## src/rtl/gb_cpu_common_pkg.sv

```systemverilog
// Shared CPU-side types: IDU opcodes and instruction, bus T-state and bus request.
// Ports: none (package).
package gb_cpu_common_pkg;

  localparam int unsigned ADDR_W = 16;
  localparam int unsigned DATA_W = 8;

  typedef enum logic [1:0] {
    IDU_NOP = 2'd0,
    IDU_INC = 2'd1,
    IDU_DEC = 2'd2
  } idu_op_t;

  typedef struct packed {
    idu_op_t           op;
    logic [ADDR_W-1:0] operand;
  } idu_instruction_t;

  typedef enum logic [2:0] {
    TS_IDLE = 3'd0,
    TS_T1   = 3'd1,
    TS_T2   = 3'd2,
    TS_T3   = 3'd3,
    TS_T4   = 3'd4
  } bus_tstate_t;

  typedef struct packed {
    logic              write;
    logic [ADDR_W-1:0] addr;
    logic [DATA_W-1:0] wdata;
    idu_op_t           idu_op;
  } bus_req_t;

  // Any encoding outside NOP/INC/DEC collapses to NOP.
  function automatic idu_op_t idu_op_sanitize(input idu_op_t op);
    case (op)
      IDU_INC: return IDU_INC;
      IDU_DEC: return IDU_DEC;
      default: return IDU_NOP;
    endcase
  endfunction

endpackage

```

## src/rtl/gb_cpu_idu.sv

```systemverilog
// Increment/decrement unit: 16-bit modulo add/sub of one on the operand.
// Ports: instr (opcode + operand) in, result_c (combinational result) out.
module gb_cpu_idu
  import gb_cpu_common_pkg::*;
(
  input  idu_instruction_t  instr,
  output logic [ADDR_W-1:0] result_c
);

  always_comb begin
    result_c = instr.operand;
    case (instr.op)
      IDU_INC: result_c = instr.operand + ADDR_W'(1);
      IDU_DEC: result_c = instr.operand - ADDR_W'(1);
      default: result_c = instr.operand;
    endcase
  end

endmodule

```

## src/rtl/gb_cpu_bus_ctrl.sv

```systemverilog
// CPU bus controller: runs one 4 T-cycle M-cycle per accepted request,
// drives read/write strobes, captures read data and the IDU-adjusted address.
// Ports: clk/reset (sync, active-high); req_* request handshake and payload;
// bus_* external bus; rsp_* completion pulse, read data and next address.
module gb_cpu_bus_ctrl
  import gb_cpu_common_pkg::*;
(
  input  logic        clk,
  input  logic        reset,
  input  logic        req_valid,
  output logic        req_ready,
  input  logic        req_write,
  input  logic [15:0] req_addr,
  input  logic [7:0]  req_wdata,
  input  logic [1:0]  req_idu_op,
  output logic [15:0] bus_addr,
  output logic [7:0]  bus_wdata,
  input  logic [7:0]  bus_rdata,
  output logic        bus_rd,
  output logic        bus_wr,
  output logic        rsp_valid,
  output logic [7:0]  rsp_rdata,
  output logic [15:0] rsp_addr_next
);

  bus_tstate_t       state_q, state_d;
  bus_req_t          req_q, req_d;
  logic              ready_q, ready_d;
  logic [ADDR_W-1:0] bus_addr_q, bus_addr_d;
  logic [DATA_W-1:0] bus_wdata_q, bus_wdata_d;
  logic              bus_rd_q, bus_rd_d;
  logic              bus_wr_q, bus_wr_d;
  logic              rsp_valid_q, rsp_valid_d;
  logic [DATA_W-1:0] rsp_rdata_q, rsp_rdata_d;
  logic [ADDR_W-1:0] rsp_addr_next_q, rsp_addr_next_d;
  logic              accept_c;
  idu_instruction_t  idu_instr_c;
  logic [ADDR_W-1:0] idu_result_c;

  assign idu_instr_c = '{op: idu_op_sanitize(req_q.idu_op), operand: req_q.addr};

  gb_cpu_idu u_idu (
    .instr    (idu_instr_c),
    .result_c (idu_result_c)
  );

  // Next state plus next registered outputs; outputs are derived from the
  // upcoming state so they line up with the T-state they belong to.
  always_comb begin
    state_d         = state_q;
    req_d           = req_q;
    rsp_rdata_d     = rsp_rdata_q;
    rsp_addr_next_d = rsp_addr_next_q;
    accept_c        = req_valid && ready_q;

    case (state_q)
      TS_IDLE: if (accept_c) state_d = TS_T1;
      TS_T1:   state_d = TS_T2;
      TS_T2:   state_d = TS_T3;
      TS_T3:   state_d = TS_T4;
      TS_T4:   state_d = accept_c ? TS_T1 : TS_IDLE;
      default: state_d = TS_IDLE;
    endcase

    if (accept_c) begin
      req_d = '{write:  req_write,
                addr:   req_addr,
                wdata:  req_wdata,
                idu_op: idu_op_t'(req_idu_op)};
    end

    // End of T3: capture read data and the IDU result for the response.
    if (state_q == TS_T3) begin
      rsp_rdata_d     = req_q.write ? DATA_W'(0) : bus_rdata;
      rsp_addr_next_d = idu_result_c;
    end

    ready_d     = (state_d == TS_IDLE) || (state_d == TS_T4);
    bus_addr_d  = (state_d != TS_IDLE) ? req_d.addr : bus_addr_q;
    bus_rd_d    = !req_d.write && (state_d inside {TS_T1, TS_T2, TS_T3});
    bus_wr_d    = req_d.write && (state_d inside {TS_T2, TS_T3});
    bus_wdata_d = (req_d.write && (state_d inside {TS_T2, TS_T3, TS_T4}))
                  ? req_d.wdata : bus_wdata_q;
    rsp_valid_d = (state_d == TS_T4);
  end

  always_ff @(posedge clk) begin
    if (reset) begin
      state_q         <= TS_IDLE;
      req_q           <= '0;
      ready_q         <= 1'b1;
      bus_addr_q      <= '0;
      bus_wdata_q     <= '0;
      bus_rd_q        <= 1'b0;
      bus_wr_q        <= 1'b0;
      rsp_valid_q     <= 1'b0;
      rsp_rdata_q     <= '0;
      rsp_addr_next_q <= '0;
    end else begin
      state_q         <= state_d;
      req_q           <= req_d;
      ready_q         <= ready_d;
      bus_addr_q      <= bus_addr_d;
      bus_wdata_q     <= bus_wdata_d;
      bus_rd_q        <= bus_rd_d;
      bus_wr_q        <= bus_wr_d;
      rsp_valid_q     <= rsp_valid_d;
      rsp_rdata_q     <= rsp_rdata_d;
      rsp_addr_next_q <= rsp_addr_next_d;
    end
  end

  assign req_ready     = ready_q;
  assign bus_addr      = bus_addr_q;
  assign bus_wdata     = bus_wdata_q;
  assign bus_rd        = bus_rd_q;
  assign bus_wr        = bus_wr_q;
  assign rsp_valid     = rsp_valid_q;
  assign rsp_rdata     = rsp_rdata_q;
  assign rsp_addr_next = rsp_addr_next_q;

endmodule

```

## config.mk

```make
export PLATFORM = sky130hd
export DESIGN_NAME = gb_cpu_bus_ctrl
export DESIGN_NICKNAME = d
export VERILOG_FILES = /design/src/rtl/gb_cpu_common_pkg.sv /design/src/rtl/gb_cpu_idu.sv /design/src/rtl/gb_cpu_bus_ctrl.sv
export SDC_FILE = /design/constraint.sdc
export NUM_CORES = 1
export LEC_CHECK = 0
export CAP_MARGIN = 15
export CORE_MARGIN = 1.5
export CORE_UTILIZATION = 25
export CTS_CLUSTER_SIZE = 14
export DETAILED_ROUTE_END_ITERATION = 7
export PLACE_DENSITY_LB_ADDON = 0.3
export SETUP_SLACK_MARGIN = 0.1
export SLEW_MARGIN = 20
export SYNTH_ARGS = -nofsm -noshare
export SYNTH_HDL_FRONTEND = slang
export SYNTH_SLANG_ARGS = --single-unit
```

## constraint.sdc

```tcl
create_clock -name clk -period 2.4 [get_ports clk]
set_input_delay 0.48 -clock clk [delete_from_list [all_inputs] [get_ports clk]]
set_output_delay 0.48 -clock clk [all_outputs]
set_load 0.05 [all_outputs]
```

==> impl_results.md, run 1 <==
- Status: complete, no violations
- Synth Net Count: 508
- First-pass detailed-route iteration total: 4
- Nets@finish: 582
- Post-Synth Simple-Gate Area: 19.8%
- Worst Path Arrival: 2.53 ns
- P per Cell Area: between 800 and 900 nW/um2
- CTS Root Cell: clkbuf_16
- Number of synthesized flops with an enable pin: 0
- Setup crit start kind: flop
- DR DRC count: 0
- Post-route design area: approximately 5500 um2
- Clock Skew: 0.00694 ns
- Via count: 3,608
- # IOs: 90
- Crit Path Class: flop to flop
- Synth Area in Adders: less than 1%
- Hold crit path type: flop to flop
- Detailed Route Iter0 Violations: 210
- IO buf count: 89
- ANT nets after route: 0
- Clock Sinks: 82
- Gpl congestion: roughly 0.86
- Setup TNS: 0 ns
- Maximum vdd drop: 0.475 mV
- Pin count of the biggest net entering global routing: 45
- Post-synthesis compound-gate area fraction: between 20% and 30%
- Share of cells above drive strength 1: 10.3%
- Row cnt: 45
- Die Y: approximately 130 um
- Floorplan core area: between 15,000 and 20,000 um2
- Grt total ovfl: 0
- Layout fillers: 1,539
- Setup Viol. Count Final: 0
- DR vias/cell: 4.77
- Max-cap violation count: 0
- Area post-placement: just over 5000 um2
- Yosys cell types: a little over 60
- Flops & latches, synth: 82
- Largest family of logic cells by synthesized area: compound AO/OA/AOI/OAI gates
- Antenna violations before repair: 0
- Final Hold Fails: 0
- Relative slew slack: 40.4%
- Mapped Area: 3990 um2
- Clock buffer depth: 2
- Nature of the critical path endpoint: flop
- Worst EP required: 2.62 ns
- Post-synthesis mux area share: 7.06%
- Worst slew pin tran: 0.891 ns
- Synth Warn #: 0
- Cells after Synth: approximately 470
- LEAKAGE: 0.00199 uW
- Clk slew on worst S/H paths: about 0.06 ns
- WHS: between 0.4 and 0.5 ns
- Sequential-to-total area share from yosys stat: around two fifths
- GRT Util Overall: between 10% and 20%
- Max H-tree Level: 3
- Routed WL per cell: between 10 and 15 um
- Vias in the first global route: 3,407
- Min cycle time layout: 2.31 ns
- Async set-reset flop share out of synthesis: 0%
- Initial Utilization: 25.9%
- CTS tree: built
- Fmax: approximately 0.43 GHz
- Mean Syn Cell Area: 8.54 um2
- TritonCTS buffer count: 9
- Layout area overhead: 36.9%
- Die Area: 16,700 um2
- Unrepaired setup endpoints after global routing: true
- Worst skew pair latency: 0.34 ns
- Top FF cell, synth: dfxtp_1
- Xor and xnor area share after synthesis: 4.17%
- CTS Hold Buffers Added: 0
- Tcrit/Tclk final: 96.1%
- Detailed placement HPWL: between 8000 and 9000 um
- Final Max Tran Viols: 0
- # diodes: 0
- WL final: 11,200 um
- Crit path max fanout: 44
- First-pass GRT wire length: about 18,000 um
- DIE WIDTH: 129 um
## worst max-delay path: stages, from the launching register on
cell      delay (ns)
dfxtp_2         0.33
inv_2           0.05
ha_4            0.17
buf_12          0.17
nand3b_2        0.24
o22ai_2         0.30
o22ai_1         0.20
o32ai_1         0.46
xnor2_1         0.17
o22ai_1         0.09
## cells by family (layout without fill, tap and decap cells)
group,after synthesis,count (layout)
buf+inv,51,129
fa+ha+maj,3,3
xor+xnor,19,19
flops,82,82
compound gates,126,126
simple gates,158,158
mux,28,28
## layout make-up
class	count	area, um2	share of cell area [%]
clock inverters	3	22.5	0.413
well taps	211	264	4.84
clock buffers	12	267	4.88
inverters	9	33.8	0.619
multi-input cells	334	2200	40.2
flip-flops and latches	82	1640	30.1
repair buffers	105	1030	18.9
## layout by cell type (no fill, tap or decap), types with 3 or more instances in the layout
cell type        instances
clkbuf_16                9
clkbuf_8                 3
o22ai_1                  3
nand2_1                 22
dfxtp_1                 80
o31ai_1                  3
a31oi_1                 10
nand3b_1                 9
a211oi_1                29
a21o_1                   3
nor2b_1                  3
nor3_1                  12
nor2_1                  70
mux2i_1                 27
or3_1                    7
xnor2_1                 15
xor2_1                   4
o21ai_0                 18
buf_4                   14
a21oi_1                 28
clkdlybuf4s50_1         88
nand3_1                  7
inv_1                    7
o31a_1                   4
a32oi_1                  3
and3_1                   5
## worst paths after layout
path,slack (ns),end,start,cells after the start
setup / recovery,0.09,rsp_addr_next[9],req_q[0],9
hold / removal,0.45,rsp_rdata[0],rsp_rdata[0],2
setup reg to reg,0.09,rsp_addr_next[9],req_q[0],9
hold reg to reg,0.45,rsp_rdata[0],rsp_rdata[0],2
## routing by layer
layer,part of all wire (%),vias to the layer above,GRT usage (%)
met1,49,1676,19.2
met3,5.8,13,3.96
met2,44,94,20.4
li1,-,1825,-
met5,0,-,0
met4,1.5,0,4.76
## metrics by stage
| step | setup WS [ns] | total power [uW] | instances | utilization (%) |
|---|---|---|---|---|
| floorplan | -0.0410 | 2820 | 467 | - |
| global route | 0.0215 | 4940 | 756 | 35.5 |
| finish | 0.0933 | 4680 | 756 | 35.5 |
| CTS | 0.108 | 4720 | 755 | 35.3 |
| global placement | 0.108 | 3350 | 740 | 33.4 |
| detailed placement | 0.0315 | 3370 | 740 | 33.4 |
## timing repair
item	CTS	global route
pin swaps	2	1
endpoints found under the setup margin	1	7
cloned	0	0
gates resized for setup	3	4
buffers inserted	0	1
## sequential cells by signal, summed over array words and instances, names as in the netlist
name,cells
req_ready,1
bus_addr,16
req_q,11
rsp_addr_next,16
idu_instr_c,16
bus_wdata,8
bus_wr,1
rsp_rdata,8
bus_rd,1
state_q,3
rsp_valid,1
## report_power, final
part           total (uW)  leakage (uW)  switching (uW)  internal, uW
clock network        1340      0.000145             555           783
logic                1610       0.00117             993           618
registers            1730      0.000672             187          1550
total                4680       0.00199            1740          2950
## Yosys cell counts (7+ instances only)
cell,instances,share of area [%]
o21ai_0,18,2.3
or3_1,7,1.1
nor2_1,70,6.6
a31oi_1,10,1.6
xnor2_1,15,3.3
dfxtp_1,82,41
mux2i_1,27,6.8
buf_2,8,1.0
nand2_1,23,2.2
nor3_1,13,1.6
nand3b_1,9,1.7
a211oi_1,29,5.5
a21oi_1,28,3.5
nand3_1,8,1.0
inv_1,8,0.75
clkbuf_1,27,2.5
Power figures use the tool's default switching activity.
==> inputs of run 2 (changes only) <==
- SLEW_MARGIN: 20 -> default
==> results of run 2 <==
No change in the layout: final DEF, timing and power equal those of run 1.
==> inputs of run 3 (changes only) <==
- CORE_UTILIZATION: 25 -> 30
==> run 3 against run 2 <==
Compared with the run above:
- highest routed layer unchanged
- clock power up 4%
- total power up 1.3%
- worst hold slack better by 0.0050 ns
- fmax up 1.9%
- die area down 16%
- design area down 0.18%
==> impl_results.md, run 3 (synthesis gave the netlist of run 1 again) <==
- Status: complete, no violations (unchanged)
- # diodes: 0 (unchanged)
- Crit-path slowest cell: dfxtp_2 (was o32ai_1)
- Floorplan core area: 12,800 um2 (was 15,400 um2)
- TritonCTS buffer count: 9 (unchanged)
- Pin count of the biggest net entering global routing: 36 (was 45)
- Hold crit path type: flop to flop (unchanged)
- Die Area: 14,000 um2 (was 16,700 um2)
- Detailed placement HPWL: 7840 um (was 8150 um)
- Gpl congestion: 0.871 (was 0.864)
- Setup crit start kind: flop (unchanged)
- ANT nets after route: 0 (unchanged)
- LEAKAGE: 0.00199 uW (about the same)
- Crit path max fanout: 4 (was 44)
- Crit path largest cell delay: 0.33 ns (was 0.46 ns)
- CTS Root Cell: clkbuf_16 (unchanged)
- Row cnt: 41 (was 45)
- DR DRC count: 0 (unchanged)
- Worst slew pin tran: 0.885 ns (was 0.891 ns)
- Reg area: 1640 um2 (unchanged)
- Max H-tree Level: 3 (unchanged)
- CTS tree: built (unchanged)
- Crit path buffers/inverters: 1 (was 2)
- Crit Path Class: flop to flop (unchanged)
- Setup TNS: 0 ns (unchanged)
- Most frequent cells in the layout: 88 x clkdlybuf4s50_1, 80 x dfxtp_1, 70 x nor2_1, 29 x a211oi_1, 28 x a21oi_1 (unchanged)
- Share of cells above drive strength 1: 10.8% (was 10.3%)
- FF-to-FF setup slack: 0.14 ns (was 0.09 ns)
- Detailed Route Iter0 Violations: 293 (was 210)
- WL final: 10,700 um (was 11,200 um)
- Min cycle time layout: 2.26 ns (was 2.31 ns)
- P per Cell Area: 871 nW/um2 (was 858 nW/um2)
- Unrepaired setup endpoints after global routing: true (unchanged)
- Clock Skew: 0.00835 ns (was 0.00694 ns)
- Antenna violations before repair: 0 (unchanged)
- R2R cell count: 10 (was 9)
- Dpl ws: 0.0141 ns (was 0.0315 ns)
- Routed WL per cell: 15.0 um (was 14.9 um)
- Post-layout worst setup margin: 0.135 ns (was 0.0933 ns)
- Nature of the critical path endpoint: flop (unchanged)
- DIE WIDTH: 118 um (was 129 um)
- First-pass GRT wire length: 17,500 um (was 18,100 um)
- Clock buffer depth: 2 (unchanged)
- R2r endpoint: rsp_addr_next[8] (was rsp_addr_next[9])
- WHS: 0.453 ns (was 0.448 ns)
- Reg2reg start: req_q[0] (unchanged)
- Setup Viol. Count Final: 0 (unchanged)
- Area of the multi-input gates: 2230 um2 (was 2200 um2)
- Post-CTS repair timing setup buffer count: 0 (unchanged)
- Fin cells: 718 (was 756)
- CP Launch Point: req_q[0] (unchanged)
- Final Max Tran Viols: 0 (unchanged)
- Commonest non-fill, non-tap cell in the layout: clkdlybuf4s50_1 (unchanged)
- # IOs: 90 (unchanged)
- DR vias/cell: 5.00 (was 4.77)
- Max-cap violation count: 0 (unchanged)
- Maximum vdd drop: 0.721 mV (was 0.475 mV)
- Nets@finish: 582 (unchanged)
- Via count: 3,592 (was 3,608)
- Grt total ovfl: 0 (unchanged)
- GRT Util Overall: 15.7% (was 13.8%)
- Placed Instances: 702 (was 740)
- Crit path max-delay family: simple AND/OR/NAND/NOR gates (was compound AO/OA/AOI/OAI gates)
- Post-route design area: 5450 um2 (was 5460 um2)
- IO buf count: 89 (unchanged)
- Crit-path cells: inv_2 > ha_4 > xor2_2 > ha_2 > and3b_2 > o2111ai_2 > o311ai_4 > xnor2_2 > or3_1 > a31oi_1 (was inv_2 > ha_4 > buf_12 > nand3b_2 > o22ai_2 > o22ai_1 > o32ai_1 > xnor2_1 > o22ai_1)
- Clock Sinks: 82 (unchanged)
- Fmax: 0.442 GHz (was 0.434 GHz)
- Area post-placement: 5070 um2 (was 5130 um2)
- First-pass detailed-route iteration total: 4 (unchanged)
- Setup crit end: rsp_addr_next[8] (was rsp_addr_next[9])
- Worst EP required: 2.68 ns (was 2.62 ns)
- Tcrit/Tclk final: 94.4% (was 96.1%)
- Relative slew slack: 40.8% (was 40.4%)
- Vias in the first global route: 3,311 (was 3,407)
- Clk slew on worst S/H paths: 0.06 ns (about the same)
- Die Y: 118 um (was 129 um)
- Layout area overhead: 36.7% (was 36.9%)
- Final Hold Fails: 0 (unchanged)
- Layout fillers: 1,292 (was 1,539)
- Crit path depth: 10 (was 9)
- Worst Path Arrival: 2.54 ns (was 2.53 ns)
- Worst skew pair latency: 0.35 ns (was 0.34 ns)
- Initial Utilization: 31.2% (was 25.9%)
run 3: power by group:
part,switching [uW],leakage (uW),internal [uW],total [uW]
logic,990,0.00117,618,1610
registers,186,0.000672,1550,1730
clock network,564,0.000147,840,1400
run 3: layout make-up:
cell class              count  area share (%)
inverters                   9           0.620
clock buffers              11            4.46
clock inverters             5            1.10
flip-flops and latches     82            30.2
repair buffers            105            18.8
well taps                 172            3.95
multi-input cells         334            40.9
run 3: stage by stage:
| stage | total power (uW) | utilization, % |
|---|---|---|
| after global routing | 4990 | 42.6 |
| after detailed placement | 3350 | 39.7 |
| final | 4740 | 42.6 |
| after CTS | 4780 | 42.3 |
| after floorplan | 2820 | - |
| after global placement | 3330 | 39.7 |
run 3: repair_timing:
item	4_1_cts	5_1_grt
pin swaps	2	2
gates resized for setup	5	8
endpoints found under the setup margin	1	11
hold buffers	0	0
run 3: worst min-delay path by stage:
stage | from | end | slack (ns) | depth (start not counted)
floorplan | req_q[0] | req_q[0] | 0.44 | 2
global placement | rsp_rdata[3] | rsp_rdata[3] | 0.44 | 2
detailed placement | rsp_rdata[3] | rsp_rdata[3] | 0.45 | 2
CTS | rsp_rdata[3] | rsp_rdata[3] | 0.46 | 2
global route | rsp_rdata[6] | rsp_rdata[6] | 0.48 | 2
finish | rsp_rdata[3] | rsp_rdata[3] | 0.45 | 2
run 3: worst min-delay path, stage by stage (launching register included):
cell     delay (ns)
dfxtp_1        0.31
nand2_1        0.05
a21oi_1        0.05
run 3: metal layers:
layer / vias to the layer above / track usage [%] / share of wire, %
met5: - / 0 / 0
met4: 0 / 6.71 / 1.8
met3: 14 / 3.62 / 5.2
met2: 84 / 22.9 / 43
met1: 1668 / 22.0 / 50
li1: 1826 / - / -
